### src/rtl/fifo_pkg.sv
// ---------------------------------------------------------------------------
// fifo_pkg : shared sizing helpers and parameter legality limits for the FIFO
// Rev 1.0  : initial release
// ---------------------------------------------------------------------------
`default_nettype none

package fifo_pkg;

  localparam int MIN_ENTRIES = 2;
  localparam int MAX_ENTRIES = 1024;
  localparam int MIN_WIDTH   = 1;
  localparam int MAX_WIDTH   = 256;

  // Level signals need one extra bit so that "completely full" is representable.
  function automatic int count_bits(input int entries);
    return $clog2(entries) + 1;
  endfunction

  function automatic bit params_legal(input int entries, input int width);
    return (entries >= MIN_ENTRIES) && (entries <= MAX_ENTRIES) &&
           ((entries & (entries - 1)) == 0) &&
           (width >= MIN_WIDTH) && (width <= MAX_WIDTH);
  endfunction

endpackage : fifo_pkg

`default_nettype wire

### src/rtl/fifo_ram.sv
// ---------------------------------------------------------------------------
// fifo_ram : nrOfEntries x bitWidth storage, clocked write, asynchronous read
// Rev 1.0  : initial release
// ---------------------------------------------------------------------------
`default_nettype none

module fifo_ram #(
  parameter int  nrOfEntries = 16,
  parameter int  bitWidth    = 32,
  localparam int addrBits    = $clog2(nrOfEntries)
) (
  input  logic                clock,
  input  logic                writeEnable,
  input  logic [addrBits-1:0] writeAddr,
  input  logic [bitWidth-1:0] writeData,
  input  logic [addrBits-1:0] readAddr,
  output logic [bitWidth-1:0] readData
);

  // Contents are deliberately not reset; validity is tracked by the level logic.
  logic [bitWidth-1:0] mem_q [nrOfEntries];

  always_ff @(posedge clock) begin
    if (writeEnable) begin
      mem_q[writeAddr] <= writeData;
    end
  end

  assign readData = mem_q[readAddr];

endmodule : fifo_ram

`default_nettype wire

### src/rtl/fifo_level.sv
// ---------------------------------------------------------------------------
// fifo_level : show-ahead synchronous FIFO with level, watermark and sticky
//              overflow/underflow flags; all flags derive from a registered count
// Rev 1.0    : initial release
// ---------------------------------------------------------------------------
`default_nettype none

module fifo_level
  import fifo_pkg::*;
#(
  parameter int  nrOfEntries = 16,
  parameter int  bitWidth    = 32,
  localparam int countBits   = count_bits(nrOfEntries)
) (
  input  logic                 clock,
  input  logic                 reset,
  input  logic                 push,
  input  logic                 pop,
  input  logic                 flush,
  input  logic                 clearErrors,
  input  logic [bitWidth-1:0]  pushData,
  input  logic [countBits-1:0] almostFullLevel,
  input  logic [countBits-1:0] almostEmptyLevel,
  output logic [bitWidth-1:0]  popData,
  output logic                 full,
  output logic                 empty,
  output logic                 almostFull,
  output logic                 almostEmpty,
  output logic [countBits-1:0] count,
  output logic                 overflow,
  output logic                 underflow
);

  localparam int                   ptrBits    = $clog2(nrOfEntries);
  localparam logic [countBits-1:0] FULL_LEVEL = countBits'(nrOfEntries);

  if (!params_legal(nrOfEntries, bitWidth)) begin : g_param_check
    $error("fifo_level: illegal nrOfEntries=%0d / bitWidth=%0d", nrOfEntries, bitWidth);
  end

  logic [ptrBits-1:0]   readPtr_q,  readPtr_d;
  logic [ptrBits-1:0]   writePtr_q, writePtr_d;
  logic [countBits-1:0] count_q,    count_d;
  logic                 overflow_q, overflow_d;
  logic                 underflow_q, underflow_d;

  logic                 isFull;
  logic                 isEmpty;
  logic                 pushAccept;
  logic                 popAccept;
  logic                 overflowSet;
  logic                 underflowSet;
  logic                 writeEnable;
  logic [bitWidth-1:0]  ramData;

  always_comb begin
    isFull       = (count_q == FULL_LEVEL);
    isEmpty      = (count_q == '0);
    // A simultaneous pop frees the slot, so a push into a full FIFO still lands.
    pushAccept   = push & (~isFull | pop) & ~flush;
    popAccept    = pop & ~isEmpty & ~flush;
    overflowSet  = push & isFull & ~pop & ~flush;
    underflowSet = pop & isEmpty & ~flush;
  end

  always_comb begin
    readPtr_d   = readPtr_q;
    writePtr_d  = writePtr_q;
    count_d     = count_q;
    if (flush) begin
      readPtr_d  = '0;
      writePtr_d = '0;
      count_d    = '0;
    end else begin
      // Power-of-two depth lets the pointers wrap naturally.
      readPtr_d  = readPtr_q + ptrBits'(popAccept);
      writePtr_d = writePtr_q + ptrBits'(pushAccept);
      count_d    = count_q + countBits'(pushAccept) - countBits'(popAccept);
    end
    overflow_d  = overflowSet  | (overflow_q  & ~clearErrors);
    underflow_d = underflowSet | (underflow_q & ~clearErrors);
  end

  always_ff @(posedge clock) begin
    if (reset) begin
      readPtr_q   <= '0;
      writePtr_q  <= '0;
      count_q     <= '0;
      overflow_q  <= 1'b0;
      underflow_q <= 1'b0;
    end else begin
      readPtr_q   <= readPtr_d;
      writePtr_q  <= writePtr_d;
      count_q     <= count_d;
      overflow_q  <= overflow_d;
      underflow_q <= underflow_d;
    end
  end

  assign writeEnable = pushAccept & ~reset;

  fifo_ram #(
    .nrOfEntries (nrOfEntries),
    .bitWidth    (bitWidth)
  ) u_ram (
    .clock       (clock),
    .writeEnable (writeEnable),
    .writeAddr   (writePtr_q),
    .writeData   (pushData),
    .readAddr    (readPtr_q),
    .readData    (ramData)
  );

  // Masking on empty keeps stale storage from ever reaching the output.
  assign popData     = isEmpty ? '0 : ramData;
  assign full        = isFull;
  assign empty       = isEmpty;
  assign almostFull  = (count_q >= almostFullLevel);
  assign almostEmpty = (count_q <= almostEmptyLevel);
  assign count       = count_q;
  assign overflow    = overflow_q;
  assign underflow   = underflow_q;

endmodule : fifo_level

`default_nettype wire

### config.mk
export PLATFORM = sky130hd
export DESIGN_NAME = fifo_level
export DESIGN_NICKNAME = d
export VERILOG_FILES = /design/src/rtl/fifo_pkg.sv /design/src/rtl/fifo_ram.sv /design/src/rtl/fifo_level.sv
export SDC_FILE = /design/constraint.sdc
export NUM_CORES = 1
export LEC_CHECK = 0
export ABC_AREA = 1
export BUFFER_PORTS_ARGS = -buffer_cell sky130_fd_sc_hd__buf_2
export CAP_MARGIN = 25
export CORE_ASPECT_RATIO = 0.9
export CORE_MARGIN = 8
export CORE_UTILIZATION = 65
export CTS_CLUSTER_DIAMETER = 200
export DETAILED_ROUTE_END_ITERATION = 7
export PLACE_DENSITY = 0.87
export SLEW_MARGIN = 30
export SYNTH_ARGS = -nofsm -noshare
export SYNTH_HDL_FRONTEND = slang
export SYNTH_SLANG_ARGS = --single-unit
### constraint.sdc
create_clock -name clock -period 9.5 [get_ports clock]
set_input_delay 0.95 -clock clock [delete_from_list [all_inputs] [get_ports clock]]
set_output_delay 0.95 -clock clock [all_outputs]
set_load 0.005 [all_outputs]
==> flow_metrics.tcl <==
set metrics [dict create \
    outcome "complete, no violations" \
    cp.arrival_ps 3870 \
    worstSkewPairLatency_ps 570 \
    cpPeakStageDelay_ps 840 \
    grt_pass1_vias 14630 \
    drt_iter0_drc 2223 \
    vias_per_cell 6.254 \
    rrSetupSlack_ps 5940 \
    cts_made_buffers 49 \
    worstPathRequired_ps 8550 \
    synth_area_leaders "edfxtp_1 71%, nand2_1 11%, nand3_1 8.9%, dfxtp_1 1.4%, buf_6 1.3%" \
    dp_cells 2267 \
    nets 1965 \
    vias 14770 \
    cp-end-kind "output port" \
    ys_ff_latch 527 \
    slew_violations 0 \
    antenna_found_initial 5 \
    crit_buf_inv 3 \
    finClkSkew_ps 15.69 \
    synth-main-ff-cell "edfxtp_1" \
    setup_tns_ps 0 \
    synth_edf_count 512 \
    cts_tree "yes" \
    syn_area_sq_um 21760 \
    grt_max_degree 159 \
    syn_avg_cell_area_sq_um 11.85 \
    max_slew.worst_pin.slew_ps 1026 \
    portBuffers 90 \
    initial_core_util_pct 66.04 \
    place_hpwl_microns 26300 \
    yosys.cell_count.top_type "nand2_1" \
    hold_path.class "reg -> reg" \
    total_power_w 0.004693 \
    synthArstFlopShare_pct 0 \
    cts.path.max_buffers 3 \
    synthCells 1837 \
    core_area_sq_um 32950 \
    synth_top_area_share_pct 70.65 \
    track_usage_pct 26.05 \
    vdd_ir_drop_max_uv 172.0 \
    wl_microns 52840 \
    yosys.cell_types.count 31 \
    path_class "reg -> out" \
    cts_setup_buffers 0 \
    cp_top_family "buffers and inverters" \
    instances_no_fill 2362 \
    grt_pass1_wl_microns 79640 \
    pre_cts_ws_ps 4922 \
    die_w_microns 208.9 \
    power_density_nw_per_um2 196.3 \
    synth_fp_nets 1906 \
    cts_resized 0 \
    final_core_util_pct 72.56 \
    drtPass1Iterations 8 \
    max_freq_mhz 207.6 \
    drive_above_1_share_pct 10.70 \
    rsz0062_at_grt "no" \
    yosysWarnings 0 \
    fillers 2002 \
    cpMaxStageDelayCell "dfxtp_4" \
    syn2layout_area_growth_pct 9.872 \
    numClockSinks 527 \
    core.rowCount 63 \
    die_height_microns 189.6 \
    globalRoute.totalOverflow 0 \
    place.gp.congestion 0.7626 \
    io_pins 91 \
    cp_max_fo 100 \
    htreeDepth 2 \
    drc 0 \
    die_area_sq_um 39600 \
    path_cells "buf_6 -> buf_6 -> nand2_1 -> nand3_1 -> nand3_1 -> nand2_1 -> nand2_1 -> a21oi_1 -> buf_2" \
    yosysSeqAreaShare_pct 72.03 \
    wl_per_cell_microns 22.37 \
    slew-limit-headroom_pct 31.22 \
    cap_violations 0 \
    synth_top_area_cell "edfxtp_1" \
    cts-root-buf "clkbuf_16" \
    leakage_nw 8.798 \
    setup_viol 0 \
    synthTopCellsByCount "658 x nand2_1, 512 x edfxtp_1, 389 x nand3_1" \
    period_share_pct 50.72 \
    drtAntennaViolNets 0 \
    layout_setup_ws_ps 4682 \
    crit_path_frequent_cell "nand2_1" \
    finalCriticalPeriod_ps 4818 \
    critPathLaunchType "register" \
    clkTransAtPathRegs_ps 60 \
    ctsHoldBuffers 0 \
    finalHoldViolCount 0 \
]
stage by stage:
step / area, sq um / hold WS [ps]
global route: 23910 / 487.5
global placement: 22290 / 453.1
floorplan: 21760 / 453.6
finish: 23910 / 471.1
detailed placement: 22310 / 458.0
CTS: 23880 / 467.3
layer usage:
metal / track usage, % / part of all wire [%] / routed length (microns)
met5: 0 / 0.019 / 10
met4: 14.14 / 4.2 / 2197
met3: 3.784 / 10 / 5486
met2: 44.28 / 50 / 26200
met1: 32.35 / 36 / 18950
layout make-up:
class | instances | area [sq um] | area share [%]
sequential | 527 | 15690 | 65.60
antenna | 5 | 12.51 | 0.05233
timing repair buffer | 117 | 664.4 | 2.779
clock inverter | 25 | 237.7 | 0.9943
clock buffer | 65 | 1329 | 5.558
inverter | 40 | 165.2 | 0.6908
tap | 422 | 528.0 | 2.208
multi-input combinational | 1161 | 5288 | 22.12
power by group:
part / leakage [nW] / total (W) / switching, W / internal, W
logic: 3.30 / 0.000206 / 0.000144 / 0.0000619
registers: 4.73 / 0.00256 / 0.00000775 / 0.00255
clock network: 0.764 / 0.00192 / 0.000808 / 0.00112
worst min-delay path, cell delays in order, from the launching register on:
cell and delay [ps]:
dfxtp_1 310, nand2_1 60, a21oi_1 50
logic make-up after synthesis:
logic type / after synthesis / share of synthesized area [%]
xor gates and xnor gates: 3 / 0.1208
AOI/OAI and AO/OA: 55 / 1.334
adders and majority gates: 21 / 1.242
and+or+nand+nor: 1082 / 21.04
buffers and inverters: 149 / 4.232
DFF: 527 / 72.03
worst paths after layout:
check / to / from / depth (start not counted)
setup / recovery: popData[11] / readPtr_q[0] / 9
hold / removal: underflow / underflow / 2
setup reg to reg: u_ram.mem_q[6][16] / count[3] / 10
hold reg to reg: underflow / underflow / 2
flip-flops by register name, indices dropped and copies added, names as in the netlist:
signal / count
u_ram.mem_q: 512
count: 5
readPtr_q: 4
writePtr_q: 4
overflow: 1
underflow: 1
placed cells by master (no fill, tap or decap), drive strengths merged:
cell type	n
a21oi	44
a22oi	1
buf	117
bufinv	5
clkbuf	65
clkinv	21
dfxtp	15
diode	5
edfxtp	512
fa	1
ha	20
inv	39
nand2	658
nand3	390
nand4	1
nor2	18
nor3	13
o211ai	1
o21a	1
o21ai	5
o21bai	1
o22ai	1
o311ai	1
or2	2
xnor2	3
No activity file was read; power rests on OpenSTA's default activity.
